[src/rtl/fifo_pkg.sv]
// Shared types and width helpers for the programmable synchronous FIFO.
package fifo_pkg;

  typedef enum logic {FIFO_STD = 1'b0, FIFO_FWFT = 1'b1} fifo_mode_e;

  // Level counts 0..depth inclusive, so it needs one more code than the pointers.
  function automatic int lvl_width(input int depth);
    return $clog2(depth + 1);
  endfunction

  function automatic int ptr_width(input int depth);
    return (depth < 2) ? 1 : $clog2(depth);
  endfunction

  // Next pointer value; explicit compare so non-power-of-two depths wrap correctly.
  function automatic int unsigned ptr_wrap(input int unsigned ptr, input int unsigned depth);
    return (ptr == depth - 1) ? 0 : ptr + 1;
  endfunction

endpackage

[src/rtl/fifo_mem_2p.sv]
// FIFO storage: synchronous write port, asynchronous read port, no reset on contents.
module fifo_mem_2p #(
  parameter int DEPTH = 8,
  parameter int WIDTH = 16,
  parameter int AW    = 3
) (
  input  logic             clk,
  input  logic             we,
  input  logic [AW-1:0]    waddr,
  input  logic [WIDTH-1:0] wdata,
  input  logic [AW-1:0]    raddr,
  output logic [WIDTH-1:0] rdata
);

  logic [WIDTH-1:0] mem [DEPTH];

  always_ff @(posedge clk) begin
    if (we) mem[waddr] <= wdata;
  end

  assign rdata = mem[raddr];

endmodule

[src/rtl/sync_fifo_prog.sv]
// Synchronous FIFO with arbitrary depth, programmable thresholds, flush and
// selectable standard / first-word-fall-through read behaviour.
module sync_fifo_prog
  import fifo_pkg::*;
#(
  parameter int DATA_WIDTH = 16,
  parameter int FIFO_DEPTH = 8,
  parameter int FWFT       = 0,
  parameter int LVL_W      = lvl_width(FIFO_DEPTH)
) (
  input  logic                  clk,
  input  logic                  rst,
  input  logic                  flush,
  input  logic                  wr_en,
  input  logic [DATA_WIDTH-1:0] data_in,
  input  logic                  rd_en,
  input  logic [LVL_W-1:0]      af_thresh,
  input  logic [LVL_W-1:0]      ae_thresh,
  output logic [DATA_WIDTH-1:0] data_out,
  output logic                  rd_valid,
  output logic                  wr_ack,
  output logic                  overflow,
  output logic                  underflow,
  output logic                  full,
  output logic                  empty,
  output logic                  almostfull,
  output logic                  almostempty,
  output logic [LVL_W-1:0]      level
);

  localparam int PTR_W = ptr_width(FIFO_DEPTH);
  localparam fifo_mode_e MODE = (FWFT != 0) ? FIFO_FWFT : FIFO_STD;
  localparam logic [LVL_W-1:0] DEPTH_LVL = LVL_W'(FIFO_DEPTH);

  logic [PTR_W-1:0]      wr_ptr_q, wr_ptr_d, rd_ptr_q, rd_ptr_d;
  logic [LVL_W-1:0]      level_q, level_d;
  logic                  wr_ack_q, wr_ack_d, overflow_q, overflow_d, underflow_q, underflow_d;
  logic                  wr_acc, rd_acc;
  logic [DATA_WIDTH-1:0] rd_data;

  assign full        = (level_q == DEPTH_LVL);
  assign empty       = (level_q == '0);
  assign almostfull  = (level_q >= af_thresh);
  assign almostempty = (level_q <= ae_thresh);
  assign level       = level_q;

  assign wr_acc = wr_en && !full;
  assign rd_acc = rd_en && !empty;

  always_comb begin
    wr_ptr_d    = wr_ptr_q;
    rd_ptr_d    = rd_ptr_q;
    level_d     = level_q;
    wr_ack_d    = 1'b0;
    overflow_d  = 1'b0;
    underflow_d = 1'b0;
    if (flush) begin
      wr_ptr_d = '0;
      rd_ptr_d = '0;
      level_d  = '0;
    end else begin
      if (wr_acc) wr_ptr_d = PTR_W'(ptr_wrap(32'(wr_ptr_q), FIFO_DEPTH));
      if (rd_acc) rd_ptr_d = PTR_W'(ptr_wrap(32'(rd_ptr_q), FIFO_DEPTH));
      case ({wr_acc, rd_acc})
        2'b10:   level_d = level_q + LVL_W'(1);
        2'b01:   level_d = level_q - LVL_W'(1);
        default: level_d = level_q;
      endcase
      wr_ack_d    = wr_acc;
      overflow_d  = wr_en && full;
      underflow_d = rd_en && empty;
    end
  end

  always_ff @(posedge clk) begin
    if (rst) begin
      wr_ptr_q    <= '0;
      rd_ptr_q    <= '0;
      level_q     <= '0;
      wr_ack_q    <= 1'b0;
      overflow_q  <= 1'b0;
      underflow_q <= 1'b0;
    end else begin
      wr_ptr_q    <= wr_ptr_d;
      rd_ptr_q    <= rd_ptr_d;
      level_q     <= level_d;
      wr_ack_q    <= wr_ack_d;
      overflow_q  <= overflow_d;
      underflow_q <= underflow_d;
    end
  end

  assign wr_ack    = wr_ack_q;
  assign overflow  = overflow_q;
  assign underflow = underflow_q;

  fifo_mem_2p #(
    .DEPTH(FIFO_DEPTH),
    .WIDTH(DATA_WIDTH),
    .AW   (PTR_W)
  ) u_mem (
    .clk  (clk),
    .we   (wr_acc && !flush && !rst),
    .waddr(wr_ptr_q),
    .wdata(data_in),
    .raddr(rd_ptr_q),
    .rdata(rd_data)
  );

  generate
    if (MODE == FIFO_FWFT) begin : g_fwft
      assign data_out = rd_data;
      assign rd_valid = !empty;
    end else begin : g_std
      logic [DATA_WIDTH-1:0] data_out_q, data_out_d;
      logic                  rd_valid_q, rd_valid_d;

      always_comb begin
        data_out_d = data_out_q;
        rd_valid_d = 1'b0;
        if (!flush && rd_acc) begin
          data_out_d = rd_data;
          rd_valid_d = 1'b1;
        end
      end

      always_ff @(posedge clk) begin
        if (rst) begin
          data_out_q <= '0;
          rd_valid_q <= 1'b0;
        end else begin
          data_out_q <= data_out_d;
          rd_valid_q <= rd_valid_d;
        end
      end

      assign data_out = data_out_q;
      assign rd_valid = rd_valid_q;
    end
  endgenerate

endmodule
[config.mk]
export PLATFORM = sky130hd
export DESIGN_NAME = sync_fifo_prog
export DESIGN_NICKNAME = d
export VERILOG_FILES = /design/src/rtl/fifo_pkg.sv /design/src/rtl/fifo_mem_2p.sv /design/src/rtl/sync_fifo_prog.sv
export SDC_FILE = /design/constraint.sdc
export NUM_CORES = 1
export LEC_CHECK = 0
export ABC_AREA = 1
export BUFFER_PORTS_ARGS = -buffer_cell sky130_fd_sc_hd__buf_2
export CORE_ASPECT_RATIO = 0.8
export CORE_MARGIN = 5
export CORE_UTILIZATION = 25
export CTS_CLUSTER_SIZE = 25
export DETAILED_ROUTE_END_ITERATION = 6
export PLACE_DENSITY_LB_ADDON = 0.08
export SYNTH_ARGS = -nofsm -noshare
export SYNTH_HDL_FRONTEND = slang
export SYNTH_HIERARCHICAL = 1
export SYNTH_SLANG_ARGS = --single-unit
[constraint.sdc]
create_clock -name clk -period 2.4 [get_ports clk]
set_input_delay 0.36 -clock clk [delete_from_list [all_inputs] [get_ports clk]]
set_output_delay 0.36 -clock clk [all_outputs]
set_load 0.01 [all_outputs]
# [Word level (Yosys, flattened, before mapping)]
# Memory sizes are Yosys's and may differ from the RTL's. A register that Yosys moved wholly into a read port is not among the register bits.
# Index checks and enable logic that the tools add are counted.
[totals] memories=1 word_cells=39 reg_bits=14 latch_bits=0 ram_bits=128 inputBits=29 output_inout_bits=28 rom_bits=0
[classes] mux=6 add_sub_neg=4 n_eq_ne=5 mul=0 n_bitwise=0 shift=0 n_reduce_logical=14 div=0 order_cmp=2
[mem_list] name="u_mem.mem" words=8 word_bits=16 read_ports=1 rd_ports_with_merged_regs=1 write_ports=1 line_no="fifo_mem_2p.sv:15" source="logic [WIDTH-1:0] mem [DEPTH];"
[ops] op="one-hot mux 4 bit (2 select lines)" count=1
[ops] op="logical AND 1 bit" count=7
[ops] op="adder 3 x 1 -> 3 bit, second input constant" count=2
[ops] op="== test 3 bit, second input constant" count=2
[ops] op="2-to-1 mux 3 bit" count=2
[ops] op="adder 4 x 1 -> 4 bit, second input constant" count=1
[ops] op="== test 4 bit, second input constant" count=1
[ops] op=">= comparator 4 bit" count=1
[ops] op="<= comparator 4 bit" count=1
[ops] op="logical NOT 1 bit" count=4
[ops] op="logical NOT 4 bit" count=1
[ops] op="subtractor 4 x 1 -> 4 bit, second input constant" count=1
[ops] op="2-to-1 mux 1 bit" count=3
[ops] op="== test 2 x 1 -> 1 bit, second input constant" count=1
[ops] op="== test 2 bit, second input constant" count=1
[ops] op="nonzero test 2 bit" count=1
[ops] op="OR reduction 2 bit" count=1

# [Longest topological paths before layout]
# Gate-level depths: netlist of the first run.
[depth] word_depth=7 depth_mapped=14

# [Hierarchy]
# Netlist of the first run, hierarchy kept.
[by_module_without_submodules] module="fifo_mem_2p" area_per_inst_um2=5669.2 n_inst=1 cells_per_inst=571 seq_area_each_um2=3843.7
[by_module_without_submodules] module="sync_fifo_prog" area_per_inst_um2=1456.4 n_inst=1 cells_per_inst=186 seq_area_each_um2=600.6

# [Least setup slack after synthesis of the first run]
# No wires, ideal clock.
[synth_path] path_kind="input -> register" start="input port rst" end="memory u_mem.mem[1][0] (enable)" arrival_time_ps=1827 n_path_buf=1 required_time_ps=2012 path_slack_ps=184 cell_stages=6 cell_sequence="buf_2 -> nor2_1 -> nand2_1 -> nor2_1 -> nand2_1 -> nor2_1"
[synth_via] elab_chain_len=4
[synth_rtl] item="start: declaration" line_no="sync_fifo_prog.sv:12" source="input logic rst,"
[synth_rtl] item="logical NOT 1 bit" line_no="sync_fifo_prog.sv:103" source=".we (wr_acc && !flush && !rst),"
[synth_rtl] item="logical AND 1 bit" line_no="sync_fifo_prog.sv:103"
[synth_rtl] item="2-to-1 mux 1 bit" line_no="fifo_mem_2p.sv:18" source="if (we) mem[waddr] <= wdata;"
[synth_rtl] item="2-to-1 mux 1 bit (implied by the code)" line_no="fifo_mem_2p.sv:18"
[synth_rtl] item="end: declaration" line_no="fifo_mem_2p.sv:15"
# Every way passes these cells.

# [Final worst setup path of the first run]
[layout_path] start="register level_q[2] (netlist: level[2])" end="register level_q[2] (netlist: level[2])"
[layout_via] elab_chain_len=5 elab_cells_between_ends=12
[layout_rtl] item="start: declaration" line_no="sync_fifo_prog.sv:36" source="logic [LVL_W-1:0] level_q, level_d;"
[layout_rtl] item="start signal: assignment" line_no="sync_fifo_prog.sv:86" source="level_q <= level_d;"
[layout_rtl] item="logical NOT 4 bit (*)" line_no="sync_fifo_prog.sv:42" source="assign empty = (level_q == '0);"
[layout_rtl] item="logical NOT 1 bit (*)" line_no="sync_fifo_prog.sv:48" source="assign rd_acc = rd_en && !empty;"
[layout_rtl] item="logical AND 1 bit (*)" line_no="sync_fifo_prog.sv:48"
[layout_rtl] item="via rd_acc" line_no="sync_fifo_prog.sv:38" source="logic wr_acc, rd_acc;"
[layout_rtl] item="== test 2 x 1 -> 1 bit / == test 2 bit (equally long branches)" line_no="sync_fifo_prog.sv:64" source="case ({wr_acc, rd_acc})"
[layout_rtl] item="one-hot mux 4 bit (2 select lines) / nonzero test 2 bit (equally long branches)"
# Mark *: on every way through the listed nets, which the timed path passes. The rest lies on a longest branch.
# A chain may end at the register's enable or synchronous reset.

==> results of run 1 <==
-- cell usage in the layout (no fill, tap or decap), drive strengths merged --
master    Yosys  final
buf          26     79
edfxtp      128    128
nand3        73     73
nand4         1      1
ha           15     15
clkinv        0      5
bufinv        0      2
clkinvlp      0      4
nor2         24     24
xnor2         2      2
nand2       264    264
inv         156    156
a21oi        27     27
o211ai        1      1
o21ai         8      8
clkbuf        1     21
o211a         1      1
dfxtp        30     30
-- state kept, by name, indices dropped and copies added (netlist names) --
| signal | count |
|---|---|
| data_out | 16 |
| level | 4 |
| overflow | 1 |
| rd_ptr_q | 3 |
| rd_valid | 1 |
| u_mem/mem | 128 |
| underflow | 1 |
| wr_ack | 1 |
| wr_ptr_q | 3 |
-- logic make-up (layout without fill, tap and decap cells) --
| group | Yosys count | in the layout |
|---|---|---|
| xor gates and xnor gates | 2 | 2 |
| adders and majority gates | 15 | 15 |
| and+or+nand+nor | 362 | 362 |
| DFF | 158 | 158 |
| buffers and inverters | 183 | 267 |
| AOI/OAI and AO/OA | 37 | 37 |
-- worst reg2reg max path: cells and delay by family, from the launching register on --
family	cells	cell delay, ps
buf+inv	4	440
compound gates	2	370
fa+ha+maj	2	410
simple gates	4	360
xor+xnor	1	90
flops	1	430
-- where the power goes --
group	leakage, nW	internal (mW)	switching [mW]
registers	1.40	3.00	0.0225
clock network	0.270	1.58	1.10
logic	2.19	0.178	0.386
-- synth_stat cells, drive strengths merged --
master,count,area [um2]
ha,15,188
xnor2,2,17.5
inv,156,588
nor2,24,109
a21oi,27,146
clkbuf,1,3.75
edfxtp,128,3840
buf,26,196
o21ai,8,40.0
o211a,1,10.0
dfxtp,30,601
o211ai,1,7.51
nand4,1,6.26
nand3,73,370
nand2,264,998
-- worst max path at each step --
stage | from | endpoint | slack [ps] | cells past startpoint
finish | level[2] | level[2] | 180 | 13
global route | level[2] | level[2] | 10 | 13
CTS | level[2] | level[2] | 150 | 12
detailed placement | level[2] | level[2] | 160 | 12
global placement | level[2] | level[2] | 330 | 12
floorplan | rst | u_mem/mem[1][0] | 180 | 6
-- cell type report --
type,count,area [um2]
Sequential cell,158,4450
Clock buffer,21,460
Tap cell,370,463
Inverter,156,588
Multi-Input combinational cell,416,1900
Clock inverter,11,116
Timing Repair Buffer,79,490
Fill cell,2963,19800
-- per-layer routing --
layer  GRT usage [%]  up-vias  wire length, um
met5               0        -                0
met4            2.61        0              148
met3            3.36       10              980
met2            18.0       93             8180
met1            17.4     2364             9440
li1                -     2516                -
==> flow_summary.ini, run 1 <==
[run_status]
status = finished clean

[sta]
rsz0062_at_grt = false
final_hold_viol_count = 0
clock_skew_ps = 6.48
min_period_over_period_pct = 92.6
tns_ps = 0
whs_ps = 200
min_period_ps = 2220
layout_setup_ws_ps = 177
slew_headroom_pct = 68.7
max_freq_mhz = 450
drv_slew = 0
tightest_slew_ps = 470
setup_viol = 0

[grt]
grt_pass1_wl_mm = 29.0
grt.total_usage_pct = 12.0
grt_pass1_vias = 4864
grt_overflow_total = 0
antenna_found_initial = 0
grt_start_max_net_pins = 68

[logic_synthesis]
synth_seq_area_share_pct = 62.4
synth_compound_area_share_pct = 2.86
synth_xor_area_share_pct = 0.246
ys.warnings.count = 6
syn_nets = 801
synth_seq_cells = 158
syn_inst = 757
synth.area.mux_share_pct = 0
synthesis.area_um2 = 7130
synthAdderAreaFrac_pct = 2.63
synth.avg_cell_area_um2 = 9.41
synth_top_family_by_area = simple AND/OR/NAND/NOR gates
synth.distinct_cells = 24
synth-simple-area-share_pct = 20.8

[route]
drcViolationCount = 0
routedWlPerCell_um = 15.5
finalWirelength_mm = 18.7
dr.pass1.iters = 4
drt-vias-per-instance = 4.11
drt_iter0_drc = 359
antenna_left = 0
vias = 4983

[clock_network]
cts_buffer_depth = 2
postCtsSetupBuffers = 0
cts_resized = 0
cts_tree = done
cts-root-buf = clkbuf_16
ctsHoldBuffers = 0
cts.clk_slew.worst_paths_ps = 60
cts_buffers = 17
clkSinkCount = 158
clk_latency_ps = 420
cts.htree.levels = 4

[worst_hold_path]
hold_class = primary input to flip-flop
hold_path_depth = 3
worstHoldEndpoint = underflow
hp-start = rd_en

[finish]
finalInstanceArea_um2 = 8460
fin_cells = 1211
area_growth_pct = 18.8
final_nets = 872
antenna_cells = 0
drive_above_1_share_pct = 14.1
post-route-util_pct = 30.0

[place]
portBuffers = 56
dpl_cell_area_um2 = 7880
dp_cells = 1179
pre_cts_ws_ps = 157
gp_congestion = 0.730
hpwlAfterDp_mm = 12.4

[worst_setup_path]
worstPathArrival_ps = 2530
critPathRequiredTime_ps = 2710
path_buf_inv = 4
reg2reg_to = level[2]
worst-r2r-cell-count = 13
end_kind = flip-flop
critical_path.top_delay_family = buffers and inverters
rrSetupSlack_ps = 180
slowest_stage = dfxtp_1
path_cells = inv_1 -> nand3_2 -> nand2_4 -> inv_1 -> ha_1 -> nand2_1 -> inv_1 -> nor2_1 -> ha_1 -> a21oi_1 -> xnor2_1 -> o21ai_0 -> inv_1
crit_top_cell = inv_1
start_kind = flip-flop
cpPeakStageDelay_ps = 430
path_class = flip-flop to flip-flop
path_max_fanout = 6
r2r-start = level[2]

[floorplanning]
core_area_um2 = 28200
dieHeight_um = 161
start_util_pct = 25.3
rows = 55
die_x_um = 199
dieArea_um2 = 32000
pin_count = 57

[power_and_ir_drop]
report.power.total_mw = 6.26
ir_worst_vdd_mv = 0.505
power_density_nw_per_um2 = 740
p_leak_nw = 3.86

[run]
drv_cap = 0
Power figures use the tool's default switching activity.
==> inputs of run 2 (changes only) <==
--- a/config.mk
+++ b/config.mk
@@ -13,6 +13,7 @@
 export CTS_CLUSTER_SIZE = 25
 export DETAILED_ROUTE_END_ITERATION = 6
 export PLACE_DENSITY_LB_ADDON = 0.08
+export RECOVER_POWER = 100
 export SYNTH_ARGS = -nofsm -noshare
 export SYNTH_HDL_FRONTEND = slang
 export SYNTH_HIERARCHICAL = 1
==> run 2 against run 1 <==
  * Sequential share of layout area grew 0.68 points
  * Global-route usage is the same
  * Utilization shrank 0.38 points
  * Via count grew 0.14%
  * Sequential power is essentially flat
  * Largest power group unchanged
==> flow_summary.ini, run 2 (synthesized netlist as in run 1, its figures left out) <==
[worst_hold_path]
hold_path_depth = 3
hold_class = primary input to flip-flop

[grt]
grt_start_max_net_pins = 68
grt_pass1_vias = 4864
grt_pass1_wl_mm = 29.0
antenna_found_initial = 0
grt.total_usage_pct = 12.0
grt_overflow_total = 0

[worst_setup_path]
end_kind = flip-flop
worstPathArrival_ps = 2530
path_class = flip-flop to flip-flop
worst-r2r-cell-count = 13
start_kind = flip-flop
critPathRequiredTime_ps = 2710
rrSetupSlack_ps = 170
path_max_fanout = 6

[sta]
tns_ps = 0
whs_ps = 200
clock_skew_ps = 7.41
min_period_ps = 2230
slew_headroom_pct = 39.4
final_hold_viol_count = 0
drv_slew = 0
rsz0062_at_grt = false
min_period_over_period_pct = 92.7
tightest_slew_ps = 909
setup_viol = 0
max_freq_mhz = 449

[floorplanning]
core_area_um2 = 28200
pin_count = 57
dieArea_um2 = 32000
start_util_pct = 25.3
rows = 55
die_x_um = 199
dieHeight_um = 161

[place]
dpl_cell_area_um2 = 7880
portBuffers = 56
gp_congestion = 0.730
hpwlAfterDp_mm = 12.4

[route]
vias = 4990
antenna_left = 0
drt-vias-per-instance = 4.12
dr.pass1.iters = 4
drcViolationCount = 0
drt_iter0_drc = 371
routedWlPerCell_um = 15.5
finalWirelength_mm = 18.8

[clock_network]
postCtsSetupBuffers = 0
ctsHoldBuffers = 0
cts-root-buf = clkbuf_16
clkSinkCount = 158
cts.clk_slew.worst_paths_ps = 60
cts.htree.levels = 4
cts_resized = 0
cts_buffer_depth = 2
cts_buffers = 17
cts_tree = done
clk_latency_ps = 420

[power_and_ir_drop]
p_leak_nw = 3.66
combPwrFrac_pct = 8.8
power_density_nw_per_um2 = 747
internal_power_mw = 4.74
pwr-share-clk_pct = 42.8
ir_worst_vdd_mv = 0.504
switching_share_pct = 24.1
p_switching_mw = 1.50
p_seq_share_pct = 48.4
report.power.total_mw = 6.24

[finish]
largest_reg_flops = 128
area_growth_pct = 17.3
final_nets = 872
post-route-util_pct = 29.6
final.fill_count = 2991
regMostFlops = u_mem/mem
layout_commonest_cell = nand2_1
finalInstanceArea_um2 = 8360
drive_above_1_share_pct = 7.73
antenna_cells = 0
mostFrequentLayoutCells = nand2_1 (263), inv_1 (154), edfxtp_1 (128)

[run_status]
status = finished clean

[run]
drv_cap = 0
-- run 2: power groups by stage --
| stage | clock network (mW) | registers [mW] | logic (mW) |
|---|---|---|---|
| after floorplan | 0 | 3.09 | 0.339 |
| after global placement | 0 | 3.08 | 0.576 |
| after detailed placement | 0 | 3.08 | 0.578 |
| after CTS | 2.77 | 3.02 | 0.580 |
| after global routing | 2.90 | 3.02 | 0.629 |
| final | 2.67 | 3.02 | 0.551 |
-- run 2: routing by layer --
| layer | global-route usage (%) | part of all wire [%] | wire length (um) | vias up |
|---|---|---|---|---|
| met3 | 3.36 | 4.5 | 839 | 11 |
| met2 | 18.0 | 43 | 8150 | 96 |
| met4 | 2.61 | 0.87 | 163 | 0 |
| met5 | 0 | 0 | 0 | - |
| met1 | 17.4 | 51 | 9620 | 2367 |
| li1 | - | - | - | 2516 |
-- run 2: final timing paths --
path,from,to
worst max-delay path,level[2],level[2]
worst min-delay path,rd_en,underflow
worst max register to register,level[2],level[2]
worst min register to register,data_out[11],data_out[11]
-- run 2: critical path, cell delays in order, from the launching register on --
cell and delay [ps]:
dfxtp_1 430, inv_1 140, nand3_2 140, nand2_4 90
inv_1 150, ha_1 240, nand2_1 70, inv_1 70
nor2_1 60, ha_1 170, a21oi_1 140, xnor2_1 90
o21ai_0 230, inv_1 70
-- run 2: per-stage QoR --
step                cells  setup WS, ps
finish               1211           175
global route         1211          8.03
CTS                  1211           147
detailed placement   1179           157
global placement     1179           328
floorplan             757           184
-- run 2: area by class of cell --
cell class	count	area, um2	area share (%)
tap	370	463	5.54
timing repair buffer	79	387	4.63
sequential	158	4450	53.2
multi-input combinational	416	1890	22.7
inverter	156	588	7.04
clock inverter	11	116	1.39
clock buffer	21	460	5.51
==> inputs of run 3 (changes only) <==
--- a/config.mk
+++ b/config.mk
@@ -9,11 +9,12 @@
 export BUFFER_PORTS_ARGS = -buffer_cell sky130_fd_sc_hd__buf_2
 export CORE_ASPECT_RATIO = 0.8
 export CORE_MARGIN = 5
-export CORE_UTILIZATION = 25
+export CORE_UTILIZATION = 45
 export CTS_CLUSTER_SIZE = 25
 export DETAILED_ROUTE_END_ITERATION = 6
 export PLACE_DENSITY_LB_ADDON = 0.08
 export RECOVER_POWER = 100
+export SETUP_SLACK_MARGIN = 0.15
 export SYNTH_ARGS = -nofsm -noshare
 export SYNTH_HDL_FRONTEND = slang
 export SYNTH_HIERARCHICAL = 1
==> constraint.sdc (replaced) <==
create_clock -name clk -period 2.05 [get_ports clk]
set_input_delay 0.3075 -clock clk [delete_from_list [all_inputs] [get_ports clk]]
set_output_delay 0.3075 -clock clk [all_outputs]
set_load 0.01 [all_outputs]
==> run 3 against run 2 <==
  * Largest power group unchanged
  * Sequential share of layout area grew 0.58 points
  * Via count fell by 1.2%
  * Die area down 42%
  * Final cell count fell by 13%
  * Critical path depth shrank 8
  * Hold slack got worse by 21 ps
==> flow_summary.ini, run 3 (synthesized netlist as in run 1, its figures left out) <==
[run_status]
status = finished clean

[worst_setup_path]
slowest_stage = dfxtp_4
critPathRequiredTime_ps = 1740
end_kind = output pin
worstPathArrival_ps = 1570
start_kind = flip-flop
path_class = flip-flop to output pin
worst-r2r-cell-count = 8
path_cells = ha_1 -> a21oi_2 -> o21ai_1 -> o21ai_0 -> clkbuf_1
path_max_fanout = 8
cpPeakStageDelay_ps = 370

[worst_hold_path]
hold_path_depth = 3
hold_class = primary input to flip-flop

[sta]
setup_viol = 0
max_freq_mhz = 533
tightest_slew_ps = 713
min_period_ps = 1880
final_hold_viol_count = 0
slew_headroom_pct = 52.4
drv_slew = 0
clock_skew_ps = 8.41
rsz0062_at_grt = true
tns_ps = 0
min_period_over_period_pct = 91.6

[finish]
layout_commonest_cell = nand2_1
post-route-util_pct = 52.9
antenna_cells = 0
regMostFlops = u_mem/mem
final_nets = 873
drive_above_1_share_pct = 10.6
area_growth_pct = 16.2
largest_reg_flops = 128
finalInstanceArea_um2 = 8280
mostFrequentLayoutCells = nand2_1 (261), inv_1 (152), edfxtp_1 (128)

[floorplanning]
core_area_um2 = 15600
dieHeight_um = 123
start_util_pct = 45.5
pin_count = 57
dieArea_um2 = 18500
rows = 41
die_x_um = 151

[run]
drv_cap = 0

[grt]
grt.total_usage_pct = 17.7
grt_start_max_net_pins = 68
grt_pass1_vias = 4805
antenna_found_initial = 0
grt_overflow_total = 0
grt_pass1_wl_mm = 24.7

[clock_network]
cts.clk_slew.worst_paths_ps = 60
cts_buffer_depth = 2
cts-root-buf = clkbuf_16
clkSinkCount = 158
cts_tree = done
clk_latency_ps = 420
cts_buffers = 17
cts.htree.levels = 4

[power_and_ir_drop]
ir_worst_vdd_mv = 0.560
p_leak_nw = 3.71
power_density_nw_per_um2 = 857

[route]
finalWirelength_mm = 15.4
drcViolationCount = 0
antenna_left = 0
drt_iter0_drc = 334
drt-vias-per-instance = 4.67
dr.pass1.iters = 5
routedWlPerCell_um = 14.5
vias = 4932

[place]
gp_congestion = 0.779
portBuffers = 56
dpl_cell_area_um2 = 7770
hpwlAfterDp_mm = 10.0
## run 3: path summary, 6_finish.rpt
path / startpoint / to / slack, ps
max: level[1] / almostempty / 170
min: rd_en / underflow / 180
max reg2reg: level[2] / u_mem/mem[5][12] / 180
min reg2reg: data_out[7] / data_out[7] / 460
## run 3: layout make-up
| cell class | instances | area [um2] |
|---|---|---|
| fill | 1436 | 7360 |
| sequential | 158 | 4460 |
| multi-input combinational | 416 | 1930 |
| inverter | 156 | 586 |
| timing repair buffer | 80 | 483 |
| clock buffer | 21 | 462 |
| tap | 215 | 269 |
| clock inverter | 11 | 92.6 |
## run 3: metrics by stage
step | power, mW | instances | hold WS (ps) | setup WS [ps]
after global placement | 4.24 | 1025 | 447 | 191
final | 7.09 | 1057 | 179 | 173
after CTS | 7.19 | 1057 | 146 | 153
after global routing | 7.39 | 1057 | 161 | 40.1
after detailed placement | 4.25 | 1025 | 451 | 132
after floorplan | 4.02 | 757 | 406 | 90.2
## run 3: timing repair
action                                  CTS  global route
endpoints found under the hold margin     0             0
pin swaps                                 1             2
hold buffers                              0             0
cloned                                    0             0
gates resized for setup                   6            12
setup buffers                             0             0
endpoints found under the setup margin    3           131
## run 3: layer usage
metal	GRT usage [%]	up-vias	share of wire, %	routed length [um]
met3	3.84	16	4.1	633
met2	29.1	94	48	7310
met5	0	-	0	0
li1	-	2519	-	-
met1	23.5	2303	47	7210
met4	5.78	0	1.4	218
## run 3: critical path, delay by kind of cell (launching register included)
| kind | cells | cell delay (ps) |
|---|---|---|
| buffers and inverters | 1 | 180 |
| adder cells (fa/ha/maj) | 1 | 320 |
| flip-flops | 1 | 370 |
| AO/OA/AOI/OAI | 3 | 290 |
## run 3: power by group
part | leakage [nW] | internal (mW) | switching, mW | total, mW
logic | 2.04 | 0.207 | 0.421 | 0.628
registers | 1.40 | 3.51 | 0.0285 | 3.54
clock network | 0.271 | 1.73 | 1.19 | 2.92
